File: config.mk
export PLATFORM = sky130hd
export DESIGN_NAME = sseg_bank
export DESIGN_NICKNAME = d
export VERILOG_FILES = /design/src/rtl/sseg_pkg.sv /design/src/rtl/sseg_digit_ctl.sv /design/src/rtl/sseg_bank.sv
export SDC_FILE = /design/constraint.sdc
export NUM_CORES = 1
export LEC_CHECK = 0
export ABC_AREA = 0
export BUFFER_PORTS_ARGS = -buffer_cell sky130_fd_sc_hd__buf_4
export CORE_MARGIN = 1.5
export CORE_UTILIZATION = 29
export CTS_CLUSTER_SIZE = 30
export DETAILED_ROUTE_END_ITERATION = 8
export PLACE_DENSITY = 0.51
export REMOVE_ABC_BUFFERS = 1
export SYNTH_ARGS = -nofsm -noshare
export SYNTH_HDL_FRONTEND = slang
export SYNTH_SLANG_ARGS = --single-unit
export TNS_END_PERCENT = 5
File: constraint.sdc
create_clock -name I_CLK -period 10 [get_ports I_CLK]
set_input_delay 1.5 -clock I_CLK [delete_from_list [all_inputs] [get_ports I_CLK]]
set_output_delay 1.5 -clock I_CLK [all_outputs]
set_load 0.005 [all_outputs]
File: src/rtl/sseg_pkg.sv
// Shared seven-segment definitions: active-low hex encoding and blank pattern.
// Used by sseg_bank and the legacy single-digit sseg.
package sseg_pkg;

   typedef logic [6:0] seg_t;

   localparam seg_t SEG_BLANK = 7'h7F;

   // Entry n is the active-low pattern for hex digit n, bit0 = segment a.
   localparam logic [15:0][6:0] SEG_LUT = {
      7'h0E, 7'h06, 7'h21, 7'h46, 7'h03, 7'h08, 7'h10, 7'h00,
      7'h78, 7'h02, 7'h12, 7'h19, 7'h30, 7'h24, 7'h79, 7'h40
   };

   function automatic seg_t hex2seg(input logic [3:0] hex);
      return SEG_LUT[hex];
   endfunction

   // Change counter width; never zero so CHG_BLINKS=0 still elaborates.
   function automatic int chg_width(input int blinks);
      return (blinks > 0) ? $clog2(blinks + 1) : 1;
   endfunction

endpackage

File: src/rtl/sseg_digit_ctl.sv
// One display digit: change-flash counter, blank mux and registered segment output.
// Segments follow the latched nibble one edge later; no handshake, no backpressure.
module sseg_digit_ctl
   import sseg_pkg::*;
#(
   parameter int CHG_BLINKS = 3,
   parameter int CW         = chg_width(CHG_BLINKS)
) (
   input  logic       I_CLK,
   input  logic       I_RST,
   input  logic [3:0] nib,
   input  logic [3:0] old_nib,
   input  logic       load,
   input  logic       tick,
   input  logic       phase,
   input  logic       blank,
   output seg_t       seg,
   output logic       busy
);

   localparam logic [CW-1:0] CHG_MAX = CW'(CHG_BLINKS);

   logic [CW-1:0] chg;
   logic          changed;
   logic          flash;

   assign changed = load && (nib != old_nib);
   assign busy    = (chg != '0);
   assign flash   = busy && phase;

   // A reload on a changed nibble takes priority over the tick decrement.
   always_ff @(posedge I_CLK or posedge I_RST) begin
      if (I_RST) begin
         chg <= '0;
         seg <= SEG_BLANK;
      end else begin
         if (changed)
            chg <= CHG_MAX;
         else if (tick && busy)
            chg <= chg - 1'b1;
         seg <= (blank || flash) ? SEG_BLANK : hex2seg(old_nib);
      end
   end

endmodule

File: src/rtl/sseg_bank.sv
// Bank of hex seven-segment digits with leading-zero blanking, global blink and change flash.
// O_VALUE updates on the load edge, O_HEX/O_BUSY one edge later; no handshake.
module sseg_bank
   import sseg_pkg::*;
#(
   parameter int DIGITS     = 8,
   parameter int BLINK_BITS = 25,
   parameter int CHG_BLINKS = 3
) (
   input  logic                  I_CLK,
   input  logic                  I_RST,
   input  logic                  I_LOAD,
   input  logic [4*DIGITS-1:0]   I_DATA,
   input  logic                  I_LZB,
   input  logic                  I_BLINK_ALL,
   output logic [7*DIGITS-1:0]   O_HEX,
   output logic [4*DIGITS-1:0]   O_VALUE,
   output logic                  O_BUSY
);

   localparam int CW = chg_width(CHG_BLINKS);

   logic [4*DIGITS-1:0]   val;
   logic [BLINK_BITS-1:0] bcnt;
   logic                  tick;
   logic                  phase;
   logic [DIGITS-1:0]     nz_above;
   logic [DIGITS-1:0]     digit_blank;
   logic [DIGITS-1:0]     digit_busy;

   assign tick    = &bcnt;
   assign phase   = bcnt[BLINK_BITS-1];
   assign O_VALUE = val;

   always_ff @(posedge I_CLK or posedge I_RST) begin
      if (I_RST) begin
         val    <= '0;
         bcnt   <= '0;
         O_BUSY <= 1'b0;
      end else begin
         if (I_LOAD)
            val <= I_DATA;
         bcnt   <= bcnt + 1'b1;
         O_BUSY <= |digit_busy;
      end
   end

   // nz_above[i]: some nibble from i up to the MSB digit is non-zero.
   always_comb begin
      logic acc;
      acc         = 1'b0;
      nz_above    = '0;
      digit_blank = '0;
      for (int i = DIGITS - 1; i >= 0; i--) begin
         acc         = acc | (|val[4*i +: 4]);
         nz_above[i] = acc;
      end
      for (int i = 0; i < DIGITS; i++) begin
         digit_blank[i] = (I_LZB && (i != 0) && !nz_above[i]) || (I_BLINK_ALL && phase);
      end
   end

   for (genvar g = 0; g < DIGITS; g++) begin : g_digit
      sseg_digit_ctl #(
         .CHG_BLINKS (CHG_BLINKS),
         .CW         (CW)
      ) u_digit (
         .I_CLK   (I_CLK),
         .I_RST   (I_RST),
         .nib     (I_DATA[4*g +: 4]),
         .old_nib (val[4*g +: 4]),
         .load    (I_LOAD),
         .tick    (tick),
         .phase   (phase),
         .blank   (digit_blank[g]),
         .seg     (O_HEX[7*g +: 7]),
         .busy    (digit_busy[g])
      );
   end

endmodule

After elaboration in Yosys (flattened, before gate mapping)

Memories as Yosys holds them, arrays and structs flattened.
Index checks and enable logic that the tools add are counted.

Add/sub/neg operators: 9
Multiply operators: 0
Divide/modulo/power cells: 0
$lt $le $gt $ge: 8
Equal/unequal tests: 8
Shifts and indexed selects: 0
Multiplexer cells: 32
Bitwise logic cells: 6
Reductions and logical operators: 79

Operator list:

| operator              | number |
|---|---|
| $mux 7                | 16 |
| $lt 4x5->1 const B    | 8 |
| $logic_and 1x1->1     | 32 |
| $mux 2                | 16 |
| $ne 4x4->1            | 8 |
| $reduce_bool 2->1     | 16 |
| $reduce_or 4->1       | 7 |
| $add 25x1->25 const B | 1 |
| $reduce_and 25->1     | 1 |
| $sub 2x1->2 const B   | 8 |
| $logic_or 1x1->1      | 15 |
| $reduce_or 8->1       | 1 |
| $logic_not 1->1       | 7 |
| $or 1x1->1            | 6 |

Bits in registers: 130
Latch bits: 0
Memory bits (writable): 0
ROM bits: 896
Input port bits: 37
Output and inout port bits: 89
Word-level logic and storage cells: 169
Memories kept: 8

Memories:

| name            | depth | bits a word | rd ports | clocked after Yosys merged registers in | wr ports | line           | text |
|---|---|---|---|---|---|---|---|
| (no name shown) | 16    | 7           | 1        | 0                                       | 0        | sseg_pkg.sv:16 | `return SEG_LUT[hex];` |
| (no name shown) | 16    | 7           | 1        | 0                                       | 0        | sseg_pkg.sv:16 |  |
| (no name shown) | 16    | 7           | 1        | 0                                       | 0        | sseg_pkg.sv:16 |  |
| (no name shown) | 16    | 7           | 1        | 0                                       | 0        | sseg_pkg.sv:16 |  |
| (no name shown) | 16    | 7           | 1        | 0                                       | 0        | sseg_pkg.sv:16 |  |
| (no name shown) | 16    | 7           | 1        | 0                                       | 0        | sseg_pkg.sv:16 |  |
| 2 more memories | -     | -           | -        | -                                       | -        | -              |  |

Longest topological paths before layout

Gate-level depths: netlist (run 1).

Depth in word-level cells: 12
Gate-level depth with buffers: 7
Depth with buffers taken out: 6

Hierarchy

Synthesis (run 1) repeated with hierarchy kept, for this count alone.

Cells, all modules: 709
Area total of the unflattened synthesis: 7494.7 µm²

By module, submodules not included:

| module         | instances | cells an instance | area each (µm²) | seq. area each (µm²) |
|---|---|---|---|---|
| sseg_digit_ctl | 8         | 65                | 629.4           | 234.0 |
| sseg_bank      | 1         | 189               | 2459.9          | 1451.4 |

Worst setup path after synthesis (run 1)

OpenSTA, ideal clock, no wires.

Kind: input to register
Start point: input port I_LZB
End point: register g_digit[1].u_digit.seg[1]
Setup time: 0.069 ns
Data arrival time: 2.480 ns
Required time: 9.931 ns
Slack: 7.451 ns
Stages on the path: 4
Path buffers: 0
Path through: nand4bb_1 -> nor4_4 -> nand4b_1 -> nand3b_1

Cells in the longest elaborated chain, start to end: 4

Ends and longest elaborated chain:

| item                   | line                 | text |
|---|---|---|
| start: declaration     | sseg_bank.sv:14      | `input logic I_LZB,` |
| $logic_and 1x1->1      | sseg_bank.sv:59      | `digit_blank[i] = (I_LZB && (i != 0) && !nz_above[i]) \|\| (I_BLINK_ALL && phase);` |
| $logic_or 1x1->1       | sseg_bank.sv:59      |  |
| $logic_or 1x1->1       | sseg_digit_ctl.sv:41 | `seg <= (blank \|\| flash) ? SEG_BLANK : hex2seg(old_nib);` |
| $mux 7                 | sseg_digit_ctl.sv:41 |  |
| end signal: assignment | sseg_digit_ctl.sv:41 |  |
| end: declaration       | sseg_digit_ctl.sv:17 | `output seg_t seg,` |

Every way passes these cells.
A chain may end at the register's enable or synchronous reset.

Final worst setup path (run 1)

Start point: register val[30], in the netlist O_VALUE[30]
End point: output port O_VALUE[30]

RTL lines:

| item                     | line            | text |
|---|---|---|
| start: declaration       | sseg_bank.sv:23 | `logic [4*DIGITS-1:0] val;` |
| start signal: assignment | sseg_bank.sv:37 | `val <= '0;` |
| start signal: assignment | sseg_bank.sv:42 | `val <= I_DATA;` |
| end: declaration         | sseg_bank.sv:17 | `output logic [4*DIGITS-1:0] O_VALUE,` |

No word-level cell between the ends.

==> results.yml, run 1 <==
sta:
  tns_ns: 0
  fin_skew_ns: 0.0115
  fin_crit_ns: 2.85
  fmax_mhz: 351
  fin_crit_sh_pct: 28.5
  hold_slack_ns: 0.465
  setup_viol_count_final: 0
  hold_viol: 0
  setup_ws_ns: 7.15
  tightest_slew_ns: 0.901
  rsz0062_at_grt: "no"
  slew_headroom_pct: 39.4
  finalMaxSlewViolations: 0
critical_path:
  reg2reg_to: "g_digit[1].u_digit.seg[4]"
  r2r_cells: 6
  critical_path_class: "reg2out"
  cp.buffers_inverters: 1
  critPathMaxStageDelay_ns: 0.72
  r2r-start: "O_VALUE[24]"
  r2r_setup_slack_ns: 7.49
  cpMaxStageDelayCell: "dfrtp_1"
  arrival_ns: 1.35
  cp.required_ns: 8.50
  cp_top_family: "flip-flops"
  start_kind: "register"
  crit_chain: "buf_4"
  end_kind: "output pin"
  path_max_fanout: 20
cts:
  clock_latency_ns: 0.42
  postCtsResizedCells: 0
  clk_pin_slew_ns: 0.06
  clk_path_buf_depth: 2
  cts_hold_buffers: 0
  cts_tree: "done"
  cts_inserted_buffers: 17
  clock_sinks: 130
  cts_setup_buffers: 0
  cts-root-buf: "clkbuf_16"
  cts.htree.levels: 4
power_and_ir_drop:
  clkPwrFrac_pct: 41.1
  p_sw_uw: 405
  p_int_uw: 1120
  p_comb_share_pct: 15.9
  seq_power_share_pct: 43.0
  switching_share_pct: 26.5
  cellPowerDensity_mw_per_mm2: 169
  ir_drop_uv: 72.5
  cellLeakagePower_uw: 0.00418
hold_path:
  min_from: "bcnt[13]"
  min_path_cells: 1
  holdPathEnd: "bcnt[13]"
  hp-class: "reg2reg"
global_routing:
  grt_start_max_net_pins: 70
  antenna_found_initial: 0
  track_usage_pct: 13.1
  grt_pass1_vias: 5354
  grt_overflow: 0
  grt_first_pass_wirelength_microns: 27400
finish:
  areaGrowthSynthToFinish_pct: 25.0
  num-nets-final: 916
  final_cell_mix: "buf_4 (127), nand2_1 (76), dfrtp_1 (74)"
  fin_util_pct: 37.1
  final_common_cell: "buf_4"
  insertedDiodeCount: 0
  stdcell_count: 1165
  drive_gt1_share_pct: 28.7
synthesis:
  synthesis.instances: 723
  yosysWarnings: 0
  synth.top_cells.by_area: "dfrtp_1 (26%), dfstp_2 (20%), ha_1 (8.8%), xor2_1 (4.7%), nand2_1 (3.9%)"
  ys_ff_latch: 130
  avgSynthCellArea_sq_um: 10.0
  syn-cell-area_sq_mm: 0.00723
  ys_types: 45
  synthDominantCellAreaShare_pct: 25.6
  synth_top_cell_by_area: "dfrtp_1"
  seq_area_frac_synth_pct: 45.9
run_status:
  status: "complete, no violations"
detailed_routing:
  drc_errors: 0
  initialDrtViolationCount: 155
  vias: 5446
  wl_microns: 16400
  first_pass_iters: 4
  wl_per_cell_microns: 14.1
  antenna_left: 0
  via_per_inst: 4.67
floorplan:
  rows: 57
  die_h_microns: 161
  num_io_pins: 126
  dieArea_sq_mm: 0.0259
  initial_utilization_pct: 29.7
  die_w_microns: 161
  core_sq_mm: 0.0244
place:
  pre_cts_ws_ns: 6.90
  port_buffers: 125
  place_inst: 1133
  dpl.hpwl_microns: 11500
  gp_congestion: 0.749
flow_run:
  maxCapViolCount: 0
==> layer usage <==
layer  wire (microns)  GRT usage [%]
met1             8040           17.8
met2             7470           20.3
met3              682           3.15
met4              235           4.88
met5                0              0
==> cell usage after synthesis (all sizes together) <==
cell type / n
nand2: 76
dfrtp: 74
dfstp: 56
ha: 51
o21ai: 50
inv: 43
xor2: 39
clkbuf: 37
o211ai: 37
a21oi: 32
nand3: 24
nor2: 20
mux2: 19
and3: 18
nand2b: 17
nand3b: 16
xnor2: 16
nor4: 12
mux2i: 10
nand4: 10
o21a: 10
o41ai: 8
a211oi: 6
nor2b: 5
o311ai: 5
a21boi: 4
a31oi: 4
buf: 4
nor3: 4
and2: 3
or3b: 3
a32oi: 2
mux4: 2
a21o: 1
a221oi: 1
nand4b: 1
nand4bb: 1
nor3b: 1
or2: 1
==> final cells by class <==
cell class              count  area, sq um
clock buffers              20          467
clock inverters            12          131
fillers                  2511        15300
inverters                  43          166
multi-input cells         509         3600
flip-flops and latches    130         3320
well taps                 324          405
repair buffers            127          953
==> power groups by stage <==
| stage | logic [uW] | registers [uW] | clock network [uW] |
|---|---|---|---|
| 2_1_floorplan | 122 | 657 | 0 |
| 3_3_place_gp | 247 | 669 | 0 |
| 3_5_place_dp | 249 | 667 | 0 |
| 4_1_cts | 250 | 659 | 646 |
| 5_1_grt | 275 | 666 | 672 |
| 6_report | 244 | 657 | 627 |
==> per-stage QoR <==
stage	area (sq um)	total power, uW
2_1_floorplan	7080	779
3_3_place_gp	8450	916
3_5_place_dp	8450	915
4_1_cts	9040	1550
5_1_grt	9040	1610
6_report	9040	1530
==> worst max path at each step <==
stage / slack (ns) / cells past startpoint / startpoint / to
2_1_floorplan: 5.12 / 1 / I_RST / O_BUSY
3_3_place_gp: 6.90 / 5 / I_LZB / g_digit[1].u_digit.seg[1]
3_5_place_dp: 6.90 / 5 / I_LZB / g_digit[1].u_digit.seg[4]
4_1_cts: 7.14 / 1 / O_VALUE[14] / O_VALUE[14]
5_1_grt: 7.04 / 1 / O_VALUE[26] / O_VALUE[26]
6_report: 7.15 / 1 / O_VALUE[30] / O_VALUE[30]
==> flip-flops by register name, indices dropped and copies added (netlist names) <==
name	count
g_digit.u_digit.seg	56
O_VALUE	32
bcnt	25
g_digit.u_digit.chg	16
O_BUSY	1
==> cells by family after synthesis <==
family	synth area share, %
buf+inv	4.41
compound gates	14.0
flops	45.9
simple gates	15.2
mux	4.96
xor+xnor	6.66
fa+ha+maj	8.82
Note: power is estimated with default switching activity, not from simulation.
==> run 2, diff against run 1 <==
--- a/config.mk
+++ b/config.mk
@@ -5,13 +5,13 @@
 export SDC_FILE = /design/constraint.sdc
 export NUM_CORES = 1
 export LEC_CHECK = 0
-export ABC_AREA = 0
+export ABC_AREA = 1
 export BUFFER_PORTS_ARGS = -buffer_cell sky130_fd_sc_hd__buf_4
 export CORE_MARGIN = 1.5
 export CORE_UTILIZATION = 29
 export CTS_CLUSTER_SIZE = 30
 export DETAILED_ROUTE_END_ITERATION = 8
-export PLACE_DENSITY = 0.51
+export PLACE_DENSITY = 0.52
 export REMOVE_ABC_BUFFERS = 1
 export SYNTH_ARGS = -nofsm -noshare
 export SYNTH_HDL_FRONTEND = slang
==> constraint.sdc (replaced) <==
create_clock -name I_CLK -period 2.3 [get_ports I_CLK]
set_input_delay 0.345 -clock I_CLK [delete_from_list [all_inputs] [get_ports I_CLK]]
set_output_delay 0.345 -clock I_CLK [all_outputs]
set_load 0.005 [all_outputs]
==> results.yml, run 2 <==
detailed_routing:
  vias: 6087
  wl_microns: 17800
  first_pass_iters: 5
  wl_per_cell_microns: 13.3
  antenna_left: 0
  via_per_inst: 4.55
  drc_errors: 0
  initialDrtViolationCount: 255
place:
  dpl.hpwl_microns: 13300
  port_buffers: 125
  gp_congestion: 0.831
  pre_cts_ws_ns: 0.339
  post_dp_cell_area_sq_mm: 0.00877
synthesis:
  synthMuxAreaShare_pct: 0
  synthesis.instances: 865
  ys.flop_type: "dfrtp_1"
  synth_common_cells: "nand2_1 (203), inv_1 (96), dfrtp_1 (74)"
  ys_types: 40
  synthXorXnorAreaFrac_pct: 6.13
  yosys.area_share.simple_pct: 23.7
  synth-edff-count: 0
  yosysWarnings: 0
  synth.top_cells.by_area: "dfrtp_1 (25%), dfstp_2 (20%), nand2_1 (10%), ha_1 (8.6%), inv_1 (4.8%)"
  synth_fa_ha_area_share_pct: 8.59
  avgSynthCellArea_sq_um: 8.59
  seq_area_frac_synth_pct: 44.7
  synth_compound_area_share_pct: 10.2
  yosysMostFrequentCell: "nand2_1"
  synth_top_cell_by_area: "dfrtp_1"
  async_flop_share_pct: 100
  syn-cell-area_sq_mm: 0.00743
  synth_top_family_by_area: "simple AND/OR/NAND/NOR gates"
  ys_ff_latch: 130
  synthDominantCellAreaShare_pct: 24.9
cts:
  cts.htree.levels: 4
  cts_inserted_buffers: 17
  clk_pin_slew_ns: 0.06
  clock_latency_ns: 0.41
  cts-root-buf: "clkbuf_16"
  cts_hold_buffers: 0
  cts_setup_buffers: 0
  postCtsResizedCells: 0
  cts_tree: "done"
  clock_sinks: 130
  clk_path_buf_depth: 2
global_routing:
  grt_first_pass_wirelength_microns: 29600
  antenna_found_initial: 0
  track_usage_pct: 14.0
  grt_overflow: 0
  grt_start_max_net_pins: 60
  grt_pass1_vias: 6046
critical_path:
  arrival_ns: 2.25
  end_kind: "register"
  crit_cells: 9
  path_max_fanout: 7
  cp.required_ns: 2.64
  crit_chain: "inv_1 -> ha_1 -> nand2_1 -> nor2_1 -> buf_4 -> nand3_1 -> nor2_4 -> nand3_2 -> nand3_1"
  reg2reg_to: "g_digit[2].u_digit.seg[6]"
  cp_top_family: "simple AND/OR/NAND/NOR gates"
  cp_common_cell: "nand3_1"
  r2r_cells: 9
  critPathMaxStageDelay_ns: 0.43
  cp.buffers_inverters: 2
  r2r-start: "O_VALUE[28]"
  cpMaxStageDelayCell: "dfrtp_1"
  start_kind: "register"
  r2r_setup_slack_ns: 0.40
  critical_path_class: "reg2reg"
sta:
  setup_viol_count_final: 0
  hold_viol: 1
  hold_slack_ns: -0.00335
  finalMaxSlewViolations: 0
  slew_headroom_pct: 60.3
  tns_ns: 0
  fin_crit_sh_pct: 82.7
  fmax_mhz: 525
  rsz0062_at_grt: "no"
  tightest_slew_ns: 0.589
  fin_crit_ns: 1.90
  fin_skew_ns: 0.00848
  setup_ws_ns: 0.397
finish:
  top_register: "g_digit.u_digit.seg"
  largest_reg_flops: 56
  regArea_sq_mm: 0.00332
  final_common_cell: "nand2_1"
  multi_input_area_sq_mm: 0.00361
  fillCellCount: 2588
  drive_gt1_share_pct: 25.5
  final_area_sq_mm: 0.00939
  final_cell_mix: "nand2_1 (203), buf_4 (132), inv_1 (95)"
  areaGrowthSynthToFinish_pct: 26.4
  insertedDiodeCount: 0
  num-nets-final: 1084
flow_run:
  maxCapViolCount: 0
power_and_ir_drop:
  cellLeakagePower_uw: 0.00463
  ir_drop_uv: 378
  cellPowerDensity_mw_per_mm2: 747
  power_uw: 7020
run_status:
  violations: "negative hold slack"
  status: "finished, violations left"
floorplan:
  rows: 58
  die_w_microns: 163
  core_sq_mm: 0.0252
  num_io_pins: 126
  die_h_microns: 163
  dieArea_sq_mm: 0.0266
  initial_utilization_pct: 29.5
hold_path:
  hp-class: "in2async"
==> run 2: changes by cell type in the layout (fill, tap and decap cells not counted), moves of 17 or more <==
cell	before	now
nor2_1	20	60
nand3_1	24	66
o211ai_1	37	12
nand2b_1	17	0
mux2_2	19	0
nand2_1	76	203
and3_1	18	1
inv_1	42	95
==> run 2: worst max-delay path by stage <==
stage | slack [ns] | start | endpoint
CTS | 0.32 | O_VALUE[28] | g_digit[2].u_digit.seg[2]
global route | 0.10 | O_VALUE[28] | g_digit[2].u_digit.seg[2]
global placement | 0.36 | O_VALUE[28] | g_digit[2].u_digit.seg[2]
floorplan | -1.42 | I_RST | O_BUSY
detailed placement | 0.34 | O_VALUE[28] | g_digit[2].u_digit.seg[2]
finish | 0.40 | O_VALUE[28] | g_digit[2].u_digit.seg[6]
==> run 2: final cells by class <==
| type | instances | share of cell area [%] |
|---|---|---|
| clock buffers | 22 | 4.94 |
| inverters | 104 | 4.21 |
| clock inverters | 10 | 1.67 |
| flip-flops and latches | 130 | 35.4 |
| repair buffers | 134 | 11.0 |
| multi-input cells | 609 | 38.4 |
| well taps | 330 | 4.40 |
==> run 2: worst reg2reg max path, cell delays in order (launching register included) <==
cell     delay [ns]
dfrtp_1        0.43
inv_1          0.18
ha_1           0.19
nand2_1        0.07
nor2_1         0.10
buf_4          0.14
nand3_1        0.15
nor2_4         0.25
nand3_2        0.19
nand3_1        0.14
==> run 2: cells by family after synthesis <==
kind of cell	count (synthesis)
buffers and inverters	126
flip-flops	130
XOR/XNOR	52
adder cells (fa/ha/maj)	51
AO/OA/AOI/OAI	128
AND/OR/NAND/NOR	378
==> run 2: metrics by stage <==
step           util, %  std cells  hold slack, ns
6_report          37.3       1339        -0.00335
5_1_grt           37.3       1339          0.0365
4_1_cts           37.3       1339          0.0104
3_5_place_dp      34.8       1307           0.445
3_3_place_gp      34.8       1307           0.435
2_1_floorplan        -        843           0.422
==> run 2: where the power goes <==
part	switching, uW	total (uW)	leakage, uW	internal, uW
sequential	201	2850	0.00150	2650
combinational	684	1290	0.00283	607
clock	1010	2880	0.000304	1870
==> run 2: routing by layer <==
metal / GRT usage (%) / wire [microns] / up-vias
met5: 0 / 0 / -
li1: - / - / 3083
met3: 2.87 / 723 / 20
met2: 23.4 / 8470 / 133
met1: 18.1 / 8380 / 2851
met4: 4.42 / 230 / 0
==> run 3, diff against run 2 <==
==> constraint.sdc (replaced) <==
create_clock -name I_CLK -period 1.6 [get_ports I_CLK]
set_input_delay 0.24 -clock I_CLK [delete_from_list [all_inputs] [get_ports I_CLK]]
set_output_delay 0.24 -clock I_CLK [all_outputs]
set_load 0.005 [all_outputs]
==> results.yml, run 3 (synthesized netlist as in run 2, its figures left out) <==
run_status:
  status: "complete, no violations"
finish:
  final_cell_mix: "buf_4 (201), nand2_1 (196), inv_1 (92)"
  largest_reg_flops: 56
  fillCellCount: 2527
  num-nets-final: 1159
  drive_gt1_share_pct: 33.4
  areaGrowthSynthToFinish_pct: 36.8
  top_register: "g_digit.u_digit.seg"
  fin_util_pct: 40.4
  insertedDiodeCount: 0
  final_common_cell: "buf_4"
hold_path:
  min_from: "I_DATA[16]"
  hp-class: "in2reg"
  min_path_cells: 3
sta:
  hold_viol: 0
  fin_crit_sh_pct: 97.5
  rsz0062_at_grt: "yes"
  hold_slack_ns: 0.0517
  tns_ns: 0
  finalMaxSlewViolations: 0
  fin_crit_ns: 1.56
  slew_headroom_pct: 64.1
  tightest_slew_ns: 0.533
  fin_skew_ns: 0.00861
  fmax_mhz: 641
  setup_ws_ns: 0.0399
  setup_viol_count_final: 0
critical_path:
  r2r_cells: 10
  startpoint: "O_VALUE[29]"
  start_kind: "register"
  r2r-start: "O_VALUE[29]"
  path_max_fanout: 7
  arrival_ns: 1.90
  end_kind: "register"
  cp.required_ns: 1.94
  critical_path_class: "reg2reg"
place:
  pre_cts_ws_ns: -0.135
  gp_congestion: 0.850
  port_buffers: 125
  dpl.hpwl_microns: 13900
cts:
  cts_inserted_buffers: 17
  cts.htree.levels: 4
  cts-root-buf: "clkbuf_16"
  cts_tree: "done"
  clock_sinks: 130
  clk_pin_slew_ns: 0.06
  clk_path_buf_depth: 2
  clock_latency_ns: 0.41
power_and_ir_drop:
  p_comb_share_pct: 21.6
  clkPwrFrac_pct: 38.9
  seq_power_share_pct: 39.5
  cellPowerDensity_mw_per_mm2: 1000
  p_int_uw: 7340
  p_sw_uw: 2830
  power_uw: 10200
  cellLeakagePower_uw: 0.00506
  ir_drop_uv: 567
  switching_share_pct: 27.8
floorplan:
  rows: 58
  dieArea_sq_mm: 0.0266
  initial_utilization_pct: 29.5
  die_h_microns: 163
  die_w_microns: 163
  num_io_pins: 126
  core_sq_mm: 0.0252
global_routing:
  grt_first_pass_wirelength_microns: 29700
  grt_overflow: 0
  grt_start_max_net_pins: 42
  track_usage_pct: 14.1
  antenna_found_initial: 0
  grt_pass1_vias: 6118
detailed_routing:
  antenna_left: 0
  vias: 6340
  via_per_inst: 4.48
  drc_errors: 0
  wl_per_cell_microns: 12.7
  initialDrtViolationCount: 181
  first_pass_iters: 4
  wl_microns: 18000
flow_run:
  maxCapViolCount: 0
==> run 3: path summary, 6_finish.rpt <==
check                           slack, ns                        end
worst max-delay path                 0.04  g_digit[1].u_digit.seg[0]
worst min-delay path                 0.05                O_VALUE[16]
worst max register to register       0.04  g_digit[1].u_digit.seg[0]
worst min register to register       0.46                    bcnt[0]
max in group asynchronous            0.63  g_digit[1].u_digit.seg[5]
min in group asynchronous            0.39                O_VALUE[27]
==> run 3: critical path: stages (launching register included) <==
cell	delay, ns
dfrtp_1	0.38
inv_2	0.09
ha_4	0.14
nand2_2	0.04
nor2_1	0.08
buf_4	0.14
nand3_4	0.08
nor2_4	0.14
buf_6	0.13
nand4_4	0.15
nand3_2	0.12
==> run 3: per-stage QoR <==
step | instances | area (sq um)
after CTS | 1413 | 10000
final | 1414 | 10200
after detailed placement | 1380 | 9350
after floorplan | 843 | 7320
after global placement | 1380 | 9350
after global routing | 1414 | 10200
==> run 3: per-layer routing <==
metal	wire [microns]	share of wire, %	vias up	global-route usage, %
met2	8810	49	131	23.9
met4	184	1.0	0	3.92
met1	8340	46	2966	18.0
met5	0	0	-	0
met3	680	3.8	13	2.95
li1	-	-	3230	-
==> run 3: area by class of cell <==
type	count	area [sq um]	share of cell area, %
timing repair buffer	209	1660	16.3
multi-input combinational	609	3770	37.1
clock inverter	12	129	1.27
inverter	104	395	3.89
sequential	130	3320	32.7
clock buffer	20	479	4.72
tap	330	413	4.06
==> run 3: power groups by stage <==
stage	registers [uW]	clock network, uW	logic (uW)
final	4020	3960	2200
after global routing	4060	4250	2490
after CTS	4020	4090	2180
after detailed placement	4070	0	2170
after global placement	4080	0	2150
after floorplan	4130	0	983
==> run 3: what timing repair did <==
action                                  CTS  global route
hold buffers                              1             0
buffers inserted                          0             0
hold endpoints to repair                 20             0
endpoints found under the setup margin   36            68
gates cloned                              0             1
pin swaps                                 2            20
gates resized for setup                   8            33
